## config.mk

```make
export PLATFORM = sky130hd
export DESIGN_NAME = decoder_scan_sequencer
export DESIGN_NICKNAME = d
export VERILOG_FILES = /design/src/rtl/decoder_scan_sequencer.sv
export SDC_FILE = /design/constraint.sdc
export NUM_CORES = 1
export LEC_CHECK = 0
export CORE_AREA = 2 2 55 57
export DETAILED_ROUTE_END_ITERATION = 7
export DIE_AREA = 0 0 57 59
export PLACE_DENSITY = 0.84
export SETUP_SLACK_MARGIN = 0.3
export SYNTH_ARGS = -nofsm -noshare
export SYNTH_HDL_FRONTEND = slang
export SYNTH_SLANG_ARGS = --single-unit
```

## constraint.sdc

```tcl
create_clock -name clk -period 5.52 [get_ports clk]
set_clock_uncertainty 0.05 [all_clocks]
set_input_delay 1.656 -clock clk [delete_from_list [all_inputs] [get_ports clk]]
set_output_delay 1.656 -clock clk [all_outputs]
set_load 0.02 [all_outputs]
```

## src/rtl/decoder_scan_sequencer.sv

```systemverilog
// ---------------------------------------------------------------------------
// decoder_scan_sequencer
//   Drives the select and enable of a one-hot row decoder. It steps through
//   the enabled rows of a 2**SEL_W-row scan. The enable is held for DWELL
//   cycles on each row, and an optional BLANK-cycle gap follows each row.
//   Frames can be one-shot or continuous. Rows can be skipped through a live
//   mask, and a scan can be aborted immediately.
//
// Ports
//   clk         clock, rising-edge
//   rst         asynchronous active-high reset
//   start       level request to begin a frame (only acted on while idle)
//   stop        abort the scan; wins over start
//   continuous  1 = repeat frames, 0 = one frame (sampled at frame end)
//   row_mask    1 = visit row i; read at each row selection
//   binary      registered row select to the decoder
//   en          registered decoder enable
//   busy        registered, high while scanning (dwell or blank)
//   done        one-cycle pulse when a one-shot frame ends (or empty start)
//   frame_wrap  one-cycle pulse on the first cycle of a wrapped frame
// ---------------------------------------------------------------------------
module decoder_scan_sequencer #(
  parameter int SEL_W = 4,
  parameter int DWELL = 4,
  parameter int BLANK = 1
) (
  input  logic                  clk,
  input  logic                  rst,
  input  logic                  start,
  input  logic                  stop,
  input  logic                  continuous,
  input  logic [2**SEL_W-1:0]   row_mask,
  output logic [SEL_W-1:0]      binary,
  output logic                  en,
  output logic                  busy,
  output logic                  done,
  output logic                  frame_wrap
);

  localparam int N       = 2**SEL_W;
  localparam int MAX_CNT = (DWELL > BLANK) ? DWELL : BLANK;
  localparam int CNT_W   = $clog2(MAX_CNT + 1);

  localparam logic [CNT_W-1:0] DWELL_LAST = CNT_W'(DWELL - 1);
  // BLANK = 0 never enters the gap state; the constant only has to be legal.
  localparam logic [CNT_W-1:0] BLANK_LAST = CNT_W'((BLANK > 0) ? BLANK - 1 : 0);

  typedef enum logic [1:0] {
    ST_IDLE   = 2'd0,
    ST_ACTIVE = 2'd1,
    ST_BLANK  = 2'd2
  } state_t;

  state_t             state_reg, state_next;
  logic [CNT_W-1:0]   cnt_reg, cnt_next;
  logic [SEL_W-1:0]   binary_reg, binary_next;
  logic               en_reg, busy_reg, done_reg, wrap_reg;
  logic               done_next, wrap_next;

  // Row search over the live mask: lowest set row overall, and lowest set
  // row strictly above the current one. The descending loop leaves the
  // lowest match as the final assignment.
  logic               low_found, above_found;
  logic [SEL_W-1:0]   low_idx, above_idx;

  always_comb begin
    low_found   = 1'b0;
    low_idx     = '0;
    above_found = 1'b0;
    above_idx   = '0;
    for (int i = N - 1; i >= 0; i--) begin
      if (row_mask[i]) begin
        low_found = 1'b1;
        low_idx   = SEL_W'(i);
        if (i > int'(binary_reg)) begin
          above_found = 1'b1;
          above_idx   = SEL_W'(i);
        end
      end
    end
  end

  // Outcome of a row advance: next row up, wrap to the first row, or end
  // of frame.
  state_t             adv_state;
  logic [SEL_W-1:0]   adv_binary;
  logic               adv_done, adv_wrap;

  always_comb begin
    adv_state  = ST_IDLE;
    adv_binary = binary_reg;
    adv_done   = 1'b0;
    adv_wrap   = 1'b0;
    if (above_found) begin
      adv_state  = ST_ACTIVE;
      adv_binary = above_idx;
    end else if (continuous && low_found) begin
      adv_state  = ST_ACTIVE;
      adv_binary = low_idx;
      adv_wrap   = 1'b1;
    end else begin
      adv_done   = 1'b1;
    end
  end

  // Next-state logic. The counter restarts at every transition, including
  // an ACTIVE->ACTIVE re-dwell of the same row.
  always_comb begin
    state_next  = state_reg;
    cnt_next    = cnt_reg + CNT_W'(1);
    binary_next = binary_reg;
    done_next   = 1'b0;
    wrap_next   = 1'b0;
    case (state_reg)
      ST_IDLE: begin
        cnt_next = '0;
        if (start && !stop) begin
          if (low_found) begin
            state_next  = ST_ACTIVE;
            binary_next = low_idx;
          end else begin
            done_next = 1'b1;
          end
        end
      end
      ST_ACTIVE: begin
        if (stop) begin
          state_next = ST_IDLE;
          cnt_next   = '0;
        end else if (cnt_reg == DWELL_LAST) begin
          cnt_next = '0;
          if (BLANK > 0) begin
            state_next = ST_BLANK;
          end else begin
            state_next  = adv_state;
            binary_next = adv_binary;
            done_next   = adv_done;
            wrap_next   = adv_wrap;
          end
        end
      end
      ST_BLANK: begin
        if (stop) begin
          state_next = ST_IDLE;
          cnt_next   = '0;
        end else if (cnt_reg == BLANK_LAST) begin
          cnt_next    = '0;
          state_next  = adv_state;
          binary_next = adv_binary;
          done_next   = adv_done;
          wrap_next   = adv_wrap;
        end
      end
      default: begin
        state_next = ST_IDLE;
        cnt_next   = '0;
      end
    endcase
  end

  always_ff @(posedge clk or posedge rst) begin
    if (rst) begin
      state_reg  <= ST_IDLE;
      cnt_reg    <= '0;
      binary_reg <= '0;
      en_reg     <= 1'b0;
      busy_reg   <= 1'b0;
      done_reg   <= 1'b0;
      wrap_reg   <= 1'b0;
    end else begin
      state_reg  <= state_next;
      cnt_reg    <= cnt_next;
      binary_reg <= binary_next;
      en_reg     <= (state_next == ST_ACTIVE);
      busy_reg   <= (state_next != ST_IDLE);
      done_reg   <= done_next;
      wrap_reg   <= wrap_next;
    end
  end

  assign binary     = binary_reg;
  assign en         = en_reg;
  assign busy       = busy_reg;
  assign done       = done_reg;
  assign frame_wrap = wrap_reg;

endmodule

```

==> impl_metrics.env <==
export IMPL_yosysSeqAreaShare=0.220
export IMPL_cp_required_ns=5.64
export IMPL_cts_buffers=3
export IMPL_ctsHoldBuffers=0
export IMPL_netSwitchingPower_uw=217
export IMPL_dpl_instance_area_um2=1750
export IMPL_path_cells="clkdlybuf4s50_1 -> nor4_1 -> nand4_1 -> and2_1 -> o41ai_4 -> a211oi_1 -> a21o_1"
export IMPL_grt_max_degree=22
export IMPL_r2r_end="binary[3]"
export IMPL_intPower_uw=275
export IMPL_antenna_cells=0
export IMPL_final_nets=231
export IMPL_crit_type="input pin to register"
export IMPL_crit_path_end_kind="register"
export IMPL_layout_cells_non_filler=232
export IMPL_finalSetupTns_ns=0
export IMPL_syn_area_um2=1480
export IMPL_design_area_um2=1780
export IMPL_whs_endpoint="cnt_reg[0]"
export IMPL_initial_utilization=0.547
export IMPL_cp_max_fo=8
export IMPL_place_gp_congestion=0.922
export IMPL_die_y_um=59
export IMPL_yosys_area_top_type="dfrtp_1"
export IMPL_fmax_mhz=261
export IMPL_viasPerCell=6.37
export IMPL_reg2reg_slack_ns=2.97
export IMPL_crit_path_top_delay_cell="nor4_1"
export IMPL_dieArea_um2=3360
export IMPL_antenna_found_initial=0
export IMPL_p_per_area_nw_per_um2=276
export IMPL_cap_violations=0
export IMPL_cts_setup_buffers=0
export IMPL_hold_path_depth=1
export IMPL_wire_per_inst_um=15.9
export IMPL_crit_family="simple AND/OR/NAND/NOR gates"
export IMPL_cts_buffer_depth=2
export IMPL_final_hold_viol_count=0
export IMPL_num_vias=1478
export IMPL_cts_tree="yes"
export IMPL_hp_class="register to register"
export IMPL_die_w_um=57
export IMPL_yosys_register_bits=13
export IMPL_drt_iter0_drc=67
export IMPL_worst_setup_path_start_kind="input pin"
export IMPL_cpPeakStageDelay_ns=0.54
export IMPL_slew_violations=0
export IMPL_cts_sinks=13
export IMPL_synth_edff_count=0
export IMPL_cp_buffers_inverters=1
export IMPL_pin_count=29
export IMPL_drt_antenna_violating_nets=0
export IMPL_ctsResizeCount=0
export IMPL_synth_cell_types=56
export IMPL_outcome="complete, no violations"
export IMPL_postSynth_asyncResetShare=1.00
export IMPL_grtUsageTotal=0.236
export IMPL_reg2reg_from="binary[1]"
export IMPL_rsz0062_at_grt="no"
export IMPL_syn_avg_cell_area_um2=8.47
export IMPL_areaGrowthSynthToFinish_pct=20.2
export IMPL_drt_pass1_iter_count=5
export IMPL_slew_headroom=0.574
export IMPL_num_rows=19
export IMPL_synth_warnings=0
export IMPL_wl_um=3680
export IMPL_synthesis_nets=204
export IMPL_power_leakage_nw=0.688
export IMPL_netlist_area_leader_share=0.220
export IMPL_critPathArrivalTime_ns=3.96
export IMPL_dp_hpwl_um=2970
export IMPL_largest_reg_flops=4
export IMPL_coreArea_um2=2710
export IMPL_synthFlopType="dfrtp_1"
export IMPL_dpl_cell_count=228
export IMPL_fin_crit_sh=0.695
export IMPL_vdd_ir_drop_max_uv=186
export IMPL_ctsHtreeMaxLevel=1
export IMPL_portBuffers=28
export IMPL_overflow=0
export IMPL_grt_pass1_vias=1420
export IMPL_worstHoldStart="cnt_reg[0]"
export IMPL_swShare=0.442
export IMPL_combPwrFrac=0.539
export IMPL_cts_clk_slew_worst_paths_ns=0.07
export IMPL_route_detailed_drc=0
export IMPL_synthCells=175
export IMPL_ys_top_cells_by_area="dfrtp_1, ha_1, nand2b_1, nor2_1, a21oi_1"
export IMPL_min_period_ns=3.84
export IMPL_clkPwrFrac=0.120
export IMPL_insertion_delay_ns=0.28
export IMPL_finalSetupViolations=0
export IMPL_worst_pin_slew_ns=0.640
export IMPL_drive_above_1_share=0.0697
export IMPL_rr_worst_depth=6
export IMPL_seq_power_share=0.342
export IMPL_grt_pass1_wl_um=6270
export IMPL_cts_root_buffer_cell="clkbuf_4"
export IMPL_post_route_util=0.657
## Yosys cell counts, types with 2 or more instances
cell and count:
o21a_1 2, and3_1 3, nand4_1 2, buf_4 2
and2_1 4, o21ai_1 2, o211ai_1 3, nor4_1 5
inv_1 11, buf_6 2, nand4b_1 3, o21bai_1 4
o21ai_0 5, nor2_1 15, nand2_1 6, a21o_1 3
nand3_1 5, a21boi_0 2, o31a_1 3, nor2b_1 6
a211oi_1 5, a21oi_1 11, a31oi_1 3, nand2b_1 10
o31ai_1 3, a22oi_1 2, or4_1 3, ha_1 8
dfrtp_1 13, o22ai_1 3
## power groups by stage
| stage | logic (mW) | clock network, mW | registers [mW] |
|---|---|---|---|
| floorplan | 0.199 | 0 | 0.155 |
| global placement | 0.256 | 0 | 0.169 |
| detailed placement | 0.264 | 0 | 0.169 |
| CTS | 0.266 | 0.0590 | 0.167 |
| global route | 0.291 | 0.0628 | 0.173 |
| finish | 0.265 | 0.0588 | 0.168 |
## worst max path at each step
| stage | start | endpoint | slack [ns] | depth (start not counted) |
|---|---|---|---|---|
| finish | row_mask[15] | binary[3] | 1.68 | 7 |
| global placement | row_mask[15] | binary[3] | 1.53 | 7 |
| floorplan | row_mask[11] | binary[3] | 2.31 | 6 |
| CTS | row_mask[15] | binary[3] | 1.72 | 7 |
| detailed placement | row_mask[15] | binary[3] | 1.45 | 7 |
| global route | row_mask[15] | binary[2] | 1.53 | 7 |
## layout make-up
type | instances | area, um2
fill | 237 | 930
tap | 31 | 38.8
sequential | 13 | 325
clock buffer | 4 | 26.3
timing repair buffer | 28 | 280
multi-input combinational | 145 | 1070
inverter | 11 | 41.3
## cell families after synthesis
kind of cell,Yosys count,synth area share
buf+inv,17,0.0591
compound gates,63,0.333
mux,1,0.00676
simple gates,72,0.307
fa+ha+maj,9,0.0743
flops,13,0.220
## layer usage
metal	routed length, um	track usage	part of all wire
met5	0	0	0
met3	192	0.0371	0.052
met1	1520	0.289	0.41
met2	1910	0.422	0.52
met4	53	0.0797	0.014
## metrics by stage
| stage | power (mW) | hold slack (ns) | worst slack (ns) |
|---|---|---|---|
| detailed placement | 0.433 | 0.419 | 1.45 |
| CTS | 0.491 | 0.429 | 1.72 |
| finish | 0.492 | 0.424 | 1.68 |
| global route | 0.527 | 0.459 | 1.53 |
| global placement | 0.425 | 0.406 | 1.53 |
| floorplan | 0.354 | 0.392 | 2.31 |
## cell usage in the layout (no fill, tap or decap), drive strengths merged, types with 2 or more instances in the layout
| master | instances |
|---|---|
| ha | 8 |
| nand4b | 4 |
| o21ai | 8 |
| a22oi | 2 |
| o31ai | 3 |
| and2b | 2 |
| nor2b | 6 |
| o22ai | 4 |
| or4 | 4 |
| a21o | 3 |
| and3 | 3 |
| nor2 | 15 |
| and2 | 4 |
| o211ai | 3 |
| nand4 | 3 |
| nor4 | 5 |
| a21boi | 3 |
| dfrtp | 13 |
| a21oi | 11 |
| nand3 | 5 |
| a31oi | 3 |
| clkbuf | 4 |
| o31a | 3 |
| o41ai | 2 |
| nand2b | 10 |
| a211oi | 5 |
| clkdlybuf4s50 | 28 |
| inv | 11 |
| nand2 | 6 |
| o21bai | 4 |
| o21a | 2 |
No activity file was read; power rests on OpenSTA's default activity.
